===== config.mk =====
export PLATFORM = sky130hd
export DESIGN_NAME = mem_arbiter_flat
export DESIGN_NICKNAME = d
export VERILOG_FILES = /design/src/rtl/mem_arbiter_if.sv /design/src/rtl/mem_arbiter.sv /design/src/flat_wrapper.sv
export SDC_FILE = /design/constraint.sdc
export NUM_CORES = 1
export LEC_CHECK = 0
export BUFFER_PORTS_ARGS = -buffer_cell sky130_fd_sc_hd__buf_2
export CAP_MARGIN = 10
export CORE_AREA = 2 2 108 110
export CTS_CLUSTER_SIZE = 24
export DETAILED_ROUTE_END_ITERATION = 16
export DIE_AREA = 0 0 110 112
export MAX_ROUTING_LAYER = met4
export PLACE_DENSITY_LB_ADDON = 0.3
export SLEW_MARGIN = 20
export SYNTH_ARGS = -nofsm -noshare
export SYNTH_HDL_FRONTEND = slang
export SYNTH_SLANG_ARGS = --single-unit

===== constraint.sdc =====
create_clock -name clk -period 5.5 [get_ports clk]
set_input_delay 0.55 -clock clk [delete_from_list [all_inputs] [get_ports clk]]
set_output_delay 0.55 -clock clk [all_outputs]
set_load 0.02 [all_outputs]

===== src/rtl/mem_arbiter_if.sv =====
// mem_arbiter_if: bundles the fetch port, data port and memory-side signals
// of mem_arbiter.
//   fetch : if_req, if_addr, if_flush -> if_gnt, if_valid, if_rdata, stall_if
//   data  : d_req, d_we, d_wstrb, d_addr, d_wdata -> d_gnt, d_valid, d_rdata, stall_mem
//   memory: mem_en, mem_we, mem_wstrb, mem_addr, mem_wdata -> mem_rdata
// The slave modport is the arbiter's view; master is the core/memory side.
interface mem_arbiter_if;
  logic        if_req;
  logic [31:0] if_addr;
  logic        if_flush;
  logic        if_gnt;
  logic        if_valid;
  logic [31:0] if_rdata;
  logic        stall_if;

  logic        d_req;
  logic        d_we;
  logic [3:0]  d_wstrb;
  logic [31:0] d_addr;
  logic [31:0] d_wdata;
  logic        d_gnt;
  logic        d_valid;
  logic [31:0] d_rdata;
  logic        stall_mem;

  logic        mem_en;
  logic        mem_we;
  logic [3:0]  mem_wstrb;
  logic [31:0] mem_addr;
  logic [31:0] mem_wdata;
  logic [31:0] mem_rdata;

  modport master (
    output if_req, if_addr, if_flush, d_req, d_we, d_wstrb, d_addr, d_wdata,
           mem_rdata,
    input  if_gnt, if_valid, if_rdata, stall_if, d_gnt, d_valid, d_rdata,
           stall_mem, mem_en, mem_we, mem_wstrb, mem_addr, mem_wdata
  );

  modport slave (
    input  if_req, if_addr, if_flush, d_req, d_we, d_wstrb, d_addr, d_wdata,
           mem_rdata,
    output if_gnt, if_valid, if_rdata, stall_if, d_gnt, d_valid, d_rdata,
           stall_mem, mem_en, mem_we, mem_wstrb, mem_addr, mem_wdata
  );
endinterface


===== src/rtl/mem_arbiter.sv =====
// mem_arbiter: shares one single-ported synchronous memory between the
// instruction-fetch port and the data (load/store) port. Grants at most one
// port per cycle, issues the access to memory in the grant cycle, and routes
// the read data back to the owner LATENCY cycles later via a tag pipeline.
// Data has priority; fetch wins once it has been passed over STARVE_LIMIT
// times in a row.
// Ports:
//   clk   - clock, rising edge
//   reset - synchronous active-high reset
//   bus   - mem_arbiter_if.slave (fetch, data and memory signal groups)
module mem_arbiter #(
  parameter int unsigned LATENCY      = 1,
  parameter int unsigned STARVE_LIMIT = 3
) (
  input  logic          clk,
  input  logic          reset,
  mem_arbiter_if.slave  bus
);

  localparam int unsigned CNT_W = 4;
  localparam logic [CNT_W-1:0] LIMIT = CNT_W'(STARVE_LIMIT);
  localparam logic OWN_FETCH = 1'b0;
  localparam logic OWN_DATA  = 1'b1;

  typedef struct packed {
    logic valid;
    logic owner;
    logic is_store;
  } tag_t;

  logic [CNT_W-1:0] starve_cnt;
  tag_t             tags [LATENCY];
  tag_t             out_tag;

  logic        fetch_live_c;
  logic        fetch_pri_c;
  logic        if_gnt_c;
  logic        d_gnt_c;
  logic        mem_en_c;
  logic        mem_we_c;
  logic [3:0]  mem_wstrb_c;
  logic [31:0] mem_addr_c;
  logic [31:0] mem_wdata_c;
  logic        resp_live_c;
  logic        if_valid_c;
  logic        d_valid_c;
  logic [31:0] if_rdata_c;
  logic [31:0] d_rdata_c;

  // Grant decision: flush kills fetch, data wins unless fetch is starved.
  always_comb begin
    fetch_live_c = bus.if_req & ~bus.if_flush & ~reset;
    fetch_pri_c  = (starve_cnt == LIMIT);
    if_gnt_c     = fetch_live_c & (~bus.d_req | fetch_pri_c);
    d_gnt_c      = bus.d_req & ~reset & ~if_gnt_c;
  end

  // Memory command from the granted port; idle bus is all zeros.
  always_comb begin
    mem_en_c    = 1'b0;
    mem_we_c    = 1'b0;
    mem_wstrb_c = 4'b0;
    mem_addr_c  = 32'b0;
    mem_wdata_c = 32'b0;
    if (if_gnt_c) begin
      mem_en_c   = 1'b1;
      mem_addr_c = bus.if_addr;
    end else if (d_gnt_c) begin
      mem_en_c    = 1'b1;
      mem_we_c    = bus.d_we;
      mem_wstrb_c = bus.d_we ? bus.d_wstrb : 4'b0;
      mem_addr_c  = bus.d_addr;
      mem_wdata_c = bus.d_wdata;
    end
  end

  // Consecutive data grants while fetch waits; flush cycles neither count nor clear.
  always_ff @(posedge clk) begin
    if (reset) begin
      starve_cnt <= '0;
    end else if (if_gnt_c || !bus.if_req) begin
      starve_cnt <= '0;
    end else if (d_gnt_c && !bus.if_flush && !fetch_pri_c) begin
      starve_cnt <= starve_cnt + CNT_W'(1);
    end
  end

  // Tag pipeline; a flush invalidates every fetch tag moving through it.
  always_ff @(posedge clk) begin
    if (reset) begin
      for (int i = 0; i < LATENCY; i++) begin
        tags[i] <= '0;
      end
    end else begin
      tags[0] <= '{valid: if_gnt_c | d_gnt_c,
                   owner: d_gnt_c ? OWN_DATA : OWN_FETCH,
                   is_store: d_gnt_c & bus.d_we};
      for (int i = 1; i < LATENCY; i++) begin
        tags[i]       <= tags[i-1];
        tags[i].valid <= tags[i-1].valid &
                         ~(bus.if_flush & (tags[i-1].owner == OWN_FETCH));
      end
    end
  end

  // Response routing at the tag output; emerging fetch tags die on flush.
  always_comb begin
    out_tag     = tags[LATENCY-1];
    resp_live_c = out_tag.valid & ~reset;
    if_valid_c  = resp_live_c & (out_tag.owner == OWN_FETCH) & ~bus.if_flush;
    d_valid_c   = resp_live_c & (out_tag.owner == OWN_DATA);
    if_rdata_c  = if_valid_c ? bus.mem_rdata : 32'b0;
    d_rdata_c   = (d_valid_c & ~out_tag.is_store) ? bus.mem_rdata : 32'b0;
  end

  assign bus.if_gnt    = if_gnt_c;
  assign bus.d_gnt     = d_gnt_c;
  assign bus.stall_if  = bus.if_req & ~if_gnt_c;
  assign bus.stall_mem = bus.d_req & ~d_gnt_c;
  assign bus.mem_en    = mem_en_c;
  assign bus.mem_we    = mem_we_c;
  assign bus.mem_wstrb = mem_wstrb_c;
  assign bus.mem_addr  = mem_addr_c;
  assign bus.mem_wdata = mem_wdata_c;
  assign bus.if_valid  = if_valid_c;
  assign bus.if_rdata  = if_rdata_c;
  assign bus.d_valid   = d_valid_c;
  assign bus.d_rdata   = d_rdata_c;

endmodule


===== src/flat_wrapper.sv =====
// flat-port wrapper written by rule: the top's interface ports become plain ports
module mem_arbiter_flat 
#(
  parameter int unsigned LATENCY      = 1,
  parameter int unsigned STARVE_LIMIT = 3
)
  (clk, reset, bus_if_req, bus_if_addr, bus_if_flush, bus_d_req, bus_d_we, bus_d_wstrb, bus_d_addr, bus_d_wdata, bus_mem_rdata, bus_if_gnt, bus_if_valid, bus_if_rdata, bus_stall_if, bus_d_gnt, bus_d_valid, bus_d_rdata, bus_stall_mem, bus_mem_en, bus_mem_we, bus_mem_wstrb, bus_mem_addr, bus_mem_wdata);
  mem_arbiter_if bus_i ();
  input  logic clk;
  input  logic reset;
  input wire logic [$bits(bus_i.if_req)-1:0] bus_if_req;
  input wire logic [$bits(bus_i.if_addr)-1:0] bus_if_addr;
  input wire logic [$bits(bus_i.if_flush)-1:0] bus_if_flush;
  input wire logic [$bits(bus_i.d_req)-1:0] bus_d_req;
  input wire logic [$bits(bus_i.d_we)-1:0] bus_d_we;
  input wire logic [$bits(bus_i.d_wstrb)-1:0] bus_d_wstrb;
  input wire logic [$bits(bus_i.d_addr)-1:0] bus_d_addr;
  input wire logic [$bits(bus_i.d_wdata)-1:0] bus_d_wdata;
  input wire logic [$bits(bus_i.mem_rdata)-1:0] bus_mem_rdata;
  output wire logic [$bits(bus_i.if_gnt)-1:0] bus_if_gnt;
  output wire logic [$bits(bus_i.if_valid)-1:0] bus_if_valid;
  output wire logic [$bits(bus_i.if_rdata)-1:0] bus_if_rdata;
  output wire logic [$bits(bus_i.stall_if)-1:0] bus_stall_if;
  output wire logic [$bits(bus_i.d_gnt)-1:0] bus_d_gnt;
  output wire logic [$bits(bus_i.d_valid)-1:0] bus_d_valid;
  output wire logic [$bits(bus_i.d_rdata)-1:0] bus_d_rdata;
  output wire logic [$bits(bus_i.stall_mem)-1:0] bus_stall_mem;
  output wire logic [$bits(bus_i.mem_en)-1:0] bus_mem_en;
  output wire logic [$bits(bus_i.mem_we)-1:0] bus_mem_we;
  output wire logic [$bits(bus_i.mem_wstrb)-1:0] bus_mem_wstrb;
  output wire logic [$bits(bus_i.mem_addr)-1:0] bus_mem_addr;
  output wire logic [$bits(bus_i.mem_wdata)-1:0] bus_mem_wdata;
  assign bus_i.if_req = bus_if_req;
  assign bus_i.if_addr = bus_if_addr;
  assign bus_i.if_flush = bus_if_flush;
  assign bus_i.d_req = bus_d_req;
  assign bus_i.d_we = bus_d_we;
  assign bus_i.d_wstrb = bus_d_wstrb;
  assign bus_i.d_addr = bus_d_addr;
  assign bus_i.d_wdata = bus_d_wdata;
  assign bus_i.mem_rdata = bus_mem_rdata;
  assign bus_if_gnt = bus_i.if_gnt;
  assign bus_if_valid = bus_i.if_valid;
  assign bus_if_rdata = bus_i.if_rdata;
  assign bus_stall_if = bus_i.stall_if;
  assign bus_d_gnt = bus_i.d_gnt;
  assign bus_d_valid = bus_i.d_valid;
  assign bus_d_rdata = bus_i.d_rdata;
  assign bus_stall_mem = bus_i.stall_mem;
  assign bus_mem_en = bus_i.mem_en;
  assign bus_mem_we = bus_i.mem_we;
  assign bus_mem_wstrb = bus_i.mem_wstrb;
  assign bus_mem_addr = bus_i.mem_addr;
  assign bus_mem_wdata = bus_i.mem_wdata;
  mem_arbiter #(.LATENCY(LATENCY), .STARVE_LIMIT(STARVE_LIMIT)) u_core (.clk(clk), .reset(reset), .bus(bus_i));
endmodule

==> impl_metrics.py, run 1 <==
metrics = {
    "status": {
        "status": "finished clean",
    },
    "worst_setup_path": {
        "critPathBufInv": 2,
        "critPathMaxStageDelay_ps": 690,
        "rr_startpoint": "u_core.starve_cnt[0]",
        "arrival_ps": 2390,
        "cp_slowest_cell": "nor3b_1",
        "rrSetupSlack_ps": 3430,
        "path_class": "reg2out",
        "rr_worst_depth": 5,
        "startpoint_type": "register",
        "cp_max_fo": 71,
        "crit_chain": "ha_1 > nor3b_1 > a31oi_4 > buf_4 > and3_1 > buf_2",
        "cpLargestDelayFamily": "simple AND/OR/NAND/NOR gates",
        "worstPathRequired_ps": 4950,
        "r2r_end": "u_core.tags[0][0]",
        "end_kind": "output pin",
    },
    "power_and_ir_drop": {
        "power_density_mw_per_mm2": 115,
        "p_leak_nw": 1.91,
        "max-vdd-ir-drop_uv": 71.9,
    },
    "sta": {
        "maxSlewViolCount": 0,
        "report.final.setup_viol": 0,
        "fin_skew_ps": 0.806,
        "slew_headroom": 0.454,
        "max_freq_mhz": 340,
        "finalCritPeriodShare": 0.535,
        "rsz0062_at_grt": "false",
        "finalHoldViolCount": 0,
        "fin_tns_setup_ps": 0,
        "setup_ws_ps": 2560,
        "min_period_ps": 2940,
        "tightest_slew_ps": 818,
    },
    "layout": {
        "synthToLayoutAreaGrowth_pct": 114,
        "layout-drive-gt1-share": 0.632,
        "layout_common_cells": "buf_2 (277), and2_1 (98), a22o_1 (31)",
        "diodes": 0,
        "nets": 602,
        "final_common_cell": "buf_2",
    },
    "cts": {
        "clk_path_buf_depth": 2,
        "cts_setup_buffers": 0,
        "htreeDepth": 1,
        "clkSlewWorstSetupHoldPaths_ps": 40,
        "holdBufCountCts": 0,
        "cts-root-buf": "clkbuf_16",
        "insertion_delay_ps": 230,
        "cts.sinks": 7,
        "numCtsBuffers": 3,
        "cts_tree": "yes",
        "ctsResizeCount": 0,
    },
    "global_route": {
        "grt_antenna_before_repair": 0,
        "grt_usage": 0.113,
        "grt.met3_usage": 0.0111,
        "use_met2": 0.216,
        "grt_max_degree": 72,
        "grt.busiest_layer": "met2",
        "use_met1": 0.123,
        "overflow": 0,
        "grt_pass1_vias": 2197,
        "grt_pass1_wl_um": 10700,
    },
    "logic_synthesis": {
        "synth_nets": 334,
        "ys.warnings.count": 0,
        "synth_area_mm2": 0.00141,
        "yosys.area.top_type": "and2_1",
        "yosysTopAreaCellShare": 0.435,
        "synth_seq_cells": 7,
        "synthXorXnorAreaFrac": 0,
        "synth_seq_area_share": 0.0995,
        "muxShareOfSynthArea": 0.00710,
        "synthAdderAreaFrac": 0.00888,
        "synth_top_family_by_area": "simple AND/OR/NAND/NOR gates",
        "synth_cell_types": 29,
        "synth_compound_area_frac": 0.266,
        "synthCells": 195,
        "synth_area_per_cell_um2": 7.22,
        "synthTopCellsByArea": "and2_1 (44%), a22o_1 (19%), dfxtp_1 (9.9%), clkbuf_1 (4.0%), buf_6 (2.4%)",
        "synthSimpleGateAreaFrac": 0.550,
    },
    "job": {
        "cap_violations": 0,
    },
    "detailed_routing": {
        "antenna_left": 0,
        "routed_wl_um": 7640,
        "routedWlPerCell_um": 12.6,
        "dr.pass1.iters": 4,
        "drc_errors": 0,
        "drtIter0Drc": 67,
        "vias": 2464,
        "viasPerCell": 4.07,
    },
    "placed_design": {
        "dp_hpwl_um": 6620,
        "place_congestion": 0.749,
        "portBuffers": 277,
        "place_ws_ps": 2730,
    },
    "die": {
        "start_util": 0.126,
        "ios": 278,
        "fp.dieH_um": 112,
        "rows": 39,
        "die_x_um": 110,
        "core_mm2": 0.0112,
        "die-area_mm2": 0.0123,
    },
    "min_path": {
        "hold_class": "reg2reg",
        "hold_path_depth": 2,
        "holdPathEnd": "u_core.starve_cnt[0]",
        "worstHoldStart": "u_core.starve_cnt[0]",
    },
}
## worst max path at each step
stage	from	endpoint	slack [ps]	cells after the start
after detailed placement	reset	bus_mem_wstrb[3]	2730	6
after floorplan	reset	bus_mem_wdata[22]	2960	5
final	u_core.starve_cnt[0]	bus_mem_wstrb[3]	2560	6
after global routing	u_core.starve_cnt[1]	bus_mem_wstrb[3]	2380	6
after global placement	reset	bus_mem_wstrb[3]	2740	6
after CTS	u_core.starve_cnt[0]	bus_mem_wstrb[3]	2570	6
## state kept, by name (all words and copies together) (netlist names)
signal / flops
u_core.starve_cnt: 4
u_core.tags: 3
## worst register-to-register path: stages (launching register included)
cell     delay, ps
dfxtp_1        360
ha_1           190
nor3b_1        690
a31oi_4        130
buf_4          320
and2_1         260
## metrics by stage
step	area, um2	total power [mW]	hold slack [ps]	std cells	util
3_5_place_dp	2940	0.227	510	601	0.263
5_1_grt	3020	0.369	561	605	0.270
3_3_place_gp	2940	0.226	500	601	0.263
2_1_floorplan	1410	0.137	479	195	-
6_report	3020	0.348	525	605	0.270
4_1_cts	3020	0.354	524	605	0.270
## per-layer routing
layer	wire, um	up-vias
li1	-	1203
met1	2790	1083
met2	3970	172
met3	801	6
met4	76	0
met5	0	-
## synthesized netlist by cell type, drive strengths merged
master,n
nand2b,5
a22o,32
o31ai,1
inv,2
or3b,3
ha,1
nor2,2
nor4bb,1
o21ai,2
dfxtp,7
or4,1
nand2,2
nor3b,1
nor3,3
mux2i,1
a21oi,1
or3,1
a31oi,2
buf,3
nor2b,1
clkbuf,15
nor4b,1
a211oi,3
a2111oi,1
o21a,1
and3,4
and2,98
## report_power, final
group | switching (mW) | internal, mW | leakage [nW]
clock | 0.0273 | 0.0964 | 0.0382
combinational | 0.0947 | 0.0764 | 1.82
sequential | 0.000700 | 0.0524 | 0.0572
## cell type report
type	instances	area, um2
clock buffer	4	78.8
fill	1252	8160
inverter	2	7.51
multi-input combinational	168	1200
sequential	7	140
tap	143	179
timing repair buffer	281	1420
## cells by family (layout without fill, tap and decap cells)
group / count (synthesis) / after routing
simple gates: 123 / 123
fa+ha+maj: 1 / 1
buf+inv: 20 / 287
mux: 1 / 1
flops: 7 / 7
compound gates: 43 / 43
Power figures use the tool's default switching activity.
==> run 2: changes to the inputs <==
- ABC_AREA: default -> 1
- clock period: 5.5 -> 2.5 ns (I/O delays scaled with it)
==> run 2 against run 1 <==
Compared with the run above: power up 130%; hold slack worse by 240 ps; clock-buffer cell count stayed put; clock power up 120%; global-route usage down 0.69 points; sequential cell count did not move; largest cell class unchanged; largest power group unchanged.
==> impl_metrics.py, run 2 <==
metrics = {
    "worst_setup_path": {
        "rr_worst_depth": 7,
        "path_class": "reg2out",
        "r2r_end": "u_core.tags[0][0]",
        "critPathMaxStageDelay_ps": 430,
        "worstPathRequired_ps": 2250,
        "crit_chain": "ha_1 > nand2_1 > nand2_2 > nand2_4 > nand3_4 > inv_2 > nand2_1 > nand2_1 > buf_2",
        "rrSetupSlack_ps": 950,
        "rr_startpoint": "u_core.starve_cnt[0]",
        "cp_slowest_cell": "inv_2",
        "arrival_ps": 1890,
        "crit_top_cell": "nand2_1",
        "startpoint_type": "register",
        "end_kind": "output pin",
        "cp_max_fo": 34,
    },
    "logic_synthesis": {
        "synth_seq_cells": 7,
        "synth_cell_types": 21,
        "synthAdderAreaFrac": 0.00815,
        "synthXorXnorAreaFrac": 0.0114,
        "synth_nets": 473,
        "synthSimpleGateAreaFrac": 0.619,
        "muxShareOfSynthArea": 0,
        "synth_edf_count": 0,
        "synth_compound_area_frac": 0.0196,
        "synth_area_per_cell_um2": 4.60,
        "synth_top_family_by_area": "simple AND/OR/NAND/NOR gates",
        "synthTopCellsByArea": "nand2_1 (27%), nor2_1 (24%), inv_1 (18%), dfxtp_1 (9.1%), nor2_4 (6.6%)",
        "yosys.area.top_type": "nand2_1",
        "synth_area_mm2": 0.00154,
        "synth_seq_area_share": 0.0913,
        "yosysMostFrequentCell": "nand2_1",
        "synth-main-ff-cell": "dfxtp_1",
        "ys.warnings.count": 0,
        "yosysTopAreaCellShare": 0.271,
        "async_flop_share": 0,
        "synthCells": 334,
        "synth_common_cells": "nand2_1 (111), nor2_1 (97), inv_1 (73), nor2_4 (9), buf_2 (8)",
    },
    "global_route": {
        "overflow": 0,
        "grt_pass1_vias": 2271,
        "grt_usage": 0.106,
        "grt_max_degree": 40,
        "grt_antenna_before_repair": 0,
        "grt_pass1_wl_um": 10000,
    },
    "layout": {
        "layout-drive-gt1-share": 0.498,
        "final_cells": 745,
        "final_common_cell": "buf_2",
        "layout_common_cells": "buf_2 (277), nand2_1 (111), nor2_1 (97)",
        "nets": 742,
        "synthToLayoutAreaGrowth_pct": 102,
        "regMostFlops": "u_core.starve_cnt",
        "top_regs": "u_core.starve_cnt: 4 flops, u_core.tags: 3 flops",
        "largest_register_ffs": 4,
        "diodes": 0,
    },
    "cts": {
        "clkSlewWorstSetupHoldPaths_ps": 40,
        "cts-root-buf": "clkbuf_16",
        "holdBufCountCts": 0,
        "clk_path_buf_depth": 2,
        "insertion_delay_ps": 230,
        "htreeDepth": 1,
        "ctsResizeCount": 0,
        "cts.sinks": 7,
        "numCtsBuffers": 3,
        "cts_setup_buffers": 0,
        "cts_tree": "yes",
    },
    "sta": {
        "worst_hold_slack_ps": 288,
        "rsz0062_at_grt": "false",
        "maxSlewViolCount": 0,
        "report.final.setup_viol": 0,
        "setup_ws_ps": 363,
        "slew_headroom": 0.621,
        "tightest_slew_ps": 568,
        "max_freq_mhz": 468,
        "fin_tns_setup_ps": 0,
        "min_period_ps": 2140,
        "finalCritPeriodShare": 0.855,
        "fin_skew_ps": 1.13,
        "finalHoldViolCount": 0,
    },
    "die": {
        "core_mm2": 0.0112,
        "fp.dieH_um": 112,
        "start_util": 0.137,
        "rows": 39,
        "die-area_mm2": 0.0123,
        "ios": 278,
        "die_x_um": 110,
    },
    "job": {
        "cap_violations": 0,
    },
    "min_path": {
        "holdPathEnd": "u_core.tags[0][2]",
        "hold_path_depth": 2,
        "hold_class": "in2reg",
        "worstHoldStart": "reset",
    },
    "detailed_routing": {
        "vias": 2698,
        "routed_wl_um": 7290,
        "dr.pass1.iters": 4,
        "routedWlPerCell_um": 9.78,
        "antenna_left": 0,
        "viasPerCell": 3.62,
        "drtIter0Drc": 77,
        "drc_errors": 0,
    },
    "power_and_ir_drop": {
        "max-vdd-ir-drop_uv": 142,
        "p_leak_nw": 2.36,
        "power_mw": 0.784,
        "power_density_mw_per_mm2": 253,
    },
    "placed_design": {
        "portBuffers": 277,
        "placedCellCount": 741,
        "place_ws_ps": 575,
        "place_congestion": 0.761,
        "dp_hpwl_um": 6150,
    },
    "status": {
        "status": "finished clean",
    },
}
==> run 2: changes by cell type after synthesis, sizes merged, moves of 4 or more <==
| cell | delta |
|---|---|
| nand2 | +111 |
| nor2 | +104 |
| clkbuf | -12 |
| and2 | -98 |
| nand2b | -5 |
| a22o | -32 |
| buf | +10 |
| and3 | -4 |
| inv | +75 |
==> run 2: layout make-up <==
cell class	count	area, um2
clock buffer	4	78.8
multi-input combinational	234	1010
sequential	7	140
timing repair buffer	280	1410
inverter	77	289
tap	143	179
fill	1303	8070
==> run 2: power breakdown <==
group | switching (mW) | internal [mW] | total (mW)
registers | 0.00125 | 0.115 | 0.117
logic | 0.239 | 0.157 | 0.396
clock network | 0.0592 | 0.212 | 0.271
==> run 2: per-stage QoR <==
| step | utilization | cell area [um2] |
|---|---|---|
| floorplan | - | 1540 |
| global placement | 0.271 | 3030 |
| detailed placement | 0.271 | 3030 |
| CTS | 0.278 | 3110 |
| global route | 0.278 | 3110 |
| finish | 0.278 | 3110 |
==> run 2: worst max path at each step <==
stage,to,depth (start not counted),from
after floorplan,bus_d_rdata[10],6,reset
after global placement,bus_mem_addr[11],9,u_core.starve_cnt[0]
after detailed placement,bus_mem_addr[31],9,u_core.starve_cnt[0]
after CTS,bus_mem_addr[31],9,u_core.starve_cnt[0]
after global routing,bus_mem_addr[13],9,u_core.starve_cnt[0]
final,bus_mem_addr[19],9,u_core.starve_cnt[0]
==> run 2: cells by family (layout without fill, tap and decap cells) <==
family	count (synthesis)	after routing
xor gates and xnor gates	2	2
DFF	7	7
and+or+nand+nor	225	225
adders and majority gates	1	1
buffers and inverters	93	361
AOI/OAI and AO/OA	6	6
==> run 2: critical path, delay by kind of cell (launching register included) <==
kind / cells / cell delay (ps)
buffers and inverters: 2 / 590
and+or+nand+nor: 6 / 520
DFF: 1 / 330
adders and majority gates: 1 / 220
==> run 2: metal layers <==
layer / vias up / share of wire / track usage
li1: 1461 / - / -
met1: 1063 / 0.35 / 0.101
met3: 6 / 0.12 / 0.0170
met5: - / 0 / -
met4: 0 / 0.011 / 0.0304
met2: 168 / 0.52 / 0.211
==> run 3: changes to the inputs <==
- CORE_AREA: 2 2 108 110 -> 2 2 109 111
- CTS_BUF_LIST: default -> sky130_fd_sc_hd__clkbuf_4 sky130_fd_sc_hd__clkbuf_8
- DIE_AREA: 0 0 110 112 -> 0 0 111 113
- PLACE_DENSITY: default -> 0.49
- PLACE_DENSITY_LB_ADDON: 0.3 -> default
==> run 3 against run 2 <==
Compared with the run above: clock power is 37% lower; clock-buffer cell count unchanged; register-to-register slack barely moved; critical path type unchanged; global-route usage is 0.18 points higher; non-clock buffer count stayed put; highest routed layer unchanged.
==> impl_metrics.py, run 3 (synthesis results as in run 2) <==
metrics = {
    "placed_design": {
        "portBuffers": 277,
        "dp_hpwl_um": 6070,
        "place_congestion": 0.741,
    },
    "sta": {
        "finalCritPeriodShare": 0.856,
        "fin_skew_ps": 1.23,
        "report.final.setup_viol": 0,
        "maxSlewViolCount": 0,
        "max_freq_mhz": 467,
        "min_period_ps": 2140,
        "tightest_slew_ps": 564,
        "slew_headroom": 0.624,
        "rsz0062_at_grt": "false",
        "worst_hold_slack_ps": 281,
        "fin_tns_setup_ps": 0,
        "finalHoldViolCount": 0,
    },
    "worst_setup_path": {
        "cp_max_fo": 34,
        "arrival_ps": 1890,
        "critPathMaxStageDelay_ps": 400,
        "worstPathRequired_ps": 2250,
        "path_class": "reg2out",
        "rr_startpoint": "u_core.starve_cnt[0]",
        "end_kind": "output pin",
        "critPathLaunch": "u_core.starve_cnt[0]",
        "cp_slowest_cell": "inv_2",
        "crit_chain": "ha_1 > nand2_1 > nand2_2 > nand2_4 > nand3_4 > inv_2 > nand2_1 > nand2_1 > buf_2",
        "crit_path_end": "bus_mem_addr[11]",
        "crit_top_cell": "nand2_1",
        "r2r_end": "u_core.tags[0][0]",
        "startpoint_type": "register",
        "rrSetupSlack_ps": 960,
        "rr_worst_depth": 7,
    },
    "cts": {
        "holdBufCountCts": 0,
        "cts.sinks": 7,
        "cts-root-buf": "clkbuf_8",
        "cts_setup_buffers": 0,
        "htreeDepth": 1,
        "cts_tree": "yes",
        "numCtsBuffers": 3,
        "clkSlewWorstSetupHoldPaths_ps": 40,
        "insertion_delay_ps": 230,
        "ctsResizeCount": 0,
        "clk_path_buf_depth": 2,
    },
    "global_route": {
        "grt_pass1_wl_um": 11000,
        "grt_usage": 0.108,
        "grt_pass1_vias": 2374,
        "overflow": 0,
        "grt_antenna_before_repair": 0,
        "grt_max_degree": 40,
    },
    "detailed_routing": {
        "vias": 2676,
        "routedWlPerCell_um": 9.70,
        "viasPerCell": 3.59,
        "drc_errors": 0,
        "dr.pass1.iters": 4,
        "drtIter0Drc": 68,
        "routed_wl_um": 7230,
        "antenna_left": 0,
    },
    "layout": {
        "layout-drive-gt1-share": 0.500,
        "final_common_cell": "buf_2",
        "synthToLayoutAreaGrowth_pct": 100,
        "top_regs": "u_core.starve_cnt: 4 flops, u_core.tags: 3 flops",
        "utilization": 0.273,
        "largest_register_ffs": 4,
        "layout_common_cells": "buf_2 (277), nand2_1 (111), nor2_1 (97)",
        "diodes": 0,
        "regMostFlops": "u_core.starve_cnt",
        "nets": 742,
    },
    "die": {
        "die-area_mm2": 0.0125,
        "fp.dieH_um": 113,
        "ios": 278,
        "start_util": 0.136,
        "die_x_um": 111,
        "rows": 39,
        "core_mm2": 0.0113,
    },
    "status": {
        "status": "finished clean",
    },
    "power_and_ir_drop": {
        "p_leak_nw": 2.35,
        "max-vdd-ir-drop_uv": 106,
        "power_density_mw_per_mm2": 223,
    },
    "job": {
        "cap_violations": 0,
    },
    "min_path": {
        "hold_class": "in2reg",
    },
}
run 3: power breakdown:
group | leakage, nW | internal, mW | total [mW] | switching, mW
Sequential | 0.0571 | 0.115 | 0.116 | 0.00115
Clock | 0.0262 | 0.121 | 0.171 | 0.0499
Combinational | 2.27 | 0.157 | 0.397 | 0.240
Total | 2.35 | 0.394 | 0.685 | 0.291
run 3: worst min path at each step:
| stage | from | end | slack [ps] | depth (start not counted) |
|---|---|---|---|---|
| 2_1_floorplan | reset | u_core.tags[0][2] | 350 | 1 |
| 3_3_place_gp | u_core.starve_cnt[1] | u_core.starve_cnt[1] | 480 | 2 |
| 3_5_place_dp | u_core.starve_cnt[1] | u_core.starve_cnt[1] | 480 | 2 |
| 4_1_cts | reset | u_core.tags[0][2] | 280 | 2 |
| 5_1_grt | reset | u_core.tags[0][2] | 290 | 2 |
| 6_report | reset | u_core.tags[0][2] | 280 | 2 |
run 3: metrics by stage:
stage | std cells | setup slack, ps | cell area [um2] | power, mW
final | 745 | 360 | 3080 | 0.685
after global routing | 745 | 172 | 3080 | 0.742
after global placement | 741 | 613 | 3030 | 0.520
after floorplan | 334 | 891 | 1540 | 0.333
after detailed placement | 741 | 611 | 3030 | 0.519
after CTS | 745 | 352 | 3080 | 0.700
run 3: area by class of cell:
cell class | instances | area (um2)
Clock buffer | 4 | 48.8
Fill cell | 1343 | 8200
Multi-Input combinational cell | 234 | 1010
Sequential cell | 7 | 140
Tap cell | 143 | 179
Inverter | 77 | 289
Timing Repair Buffer | 280 | 1410
run 3: routing by layer:
layer  up-vias  global-route usage  wire length [um]
li1       1461                   -                 -
met1      1045               0.117              2910
met2       160               0.197              3580
met3        10              0.0230               631
met4         0              0.0358               103
met5         -                   -                 0
run 3: critical path, delay by kind of cell (launching register included):
kind          cells  cell delay [ps]
buf+inv           2              560
flops             1              330
simple gates      6              530
fa+ha+maj         1              220
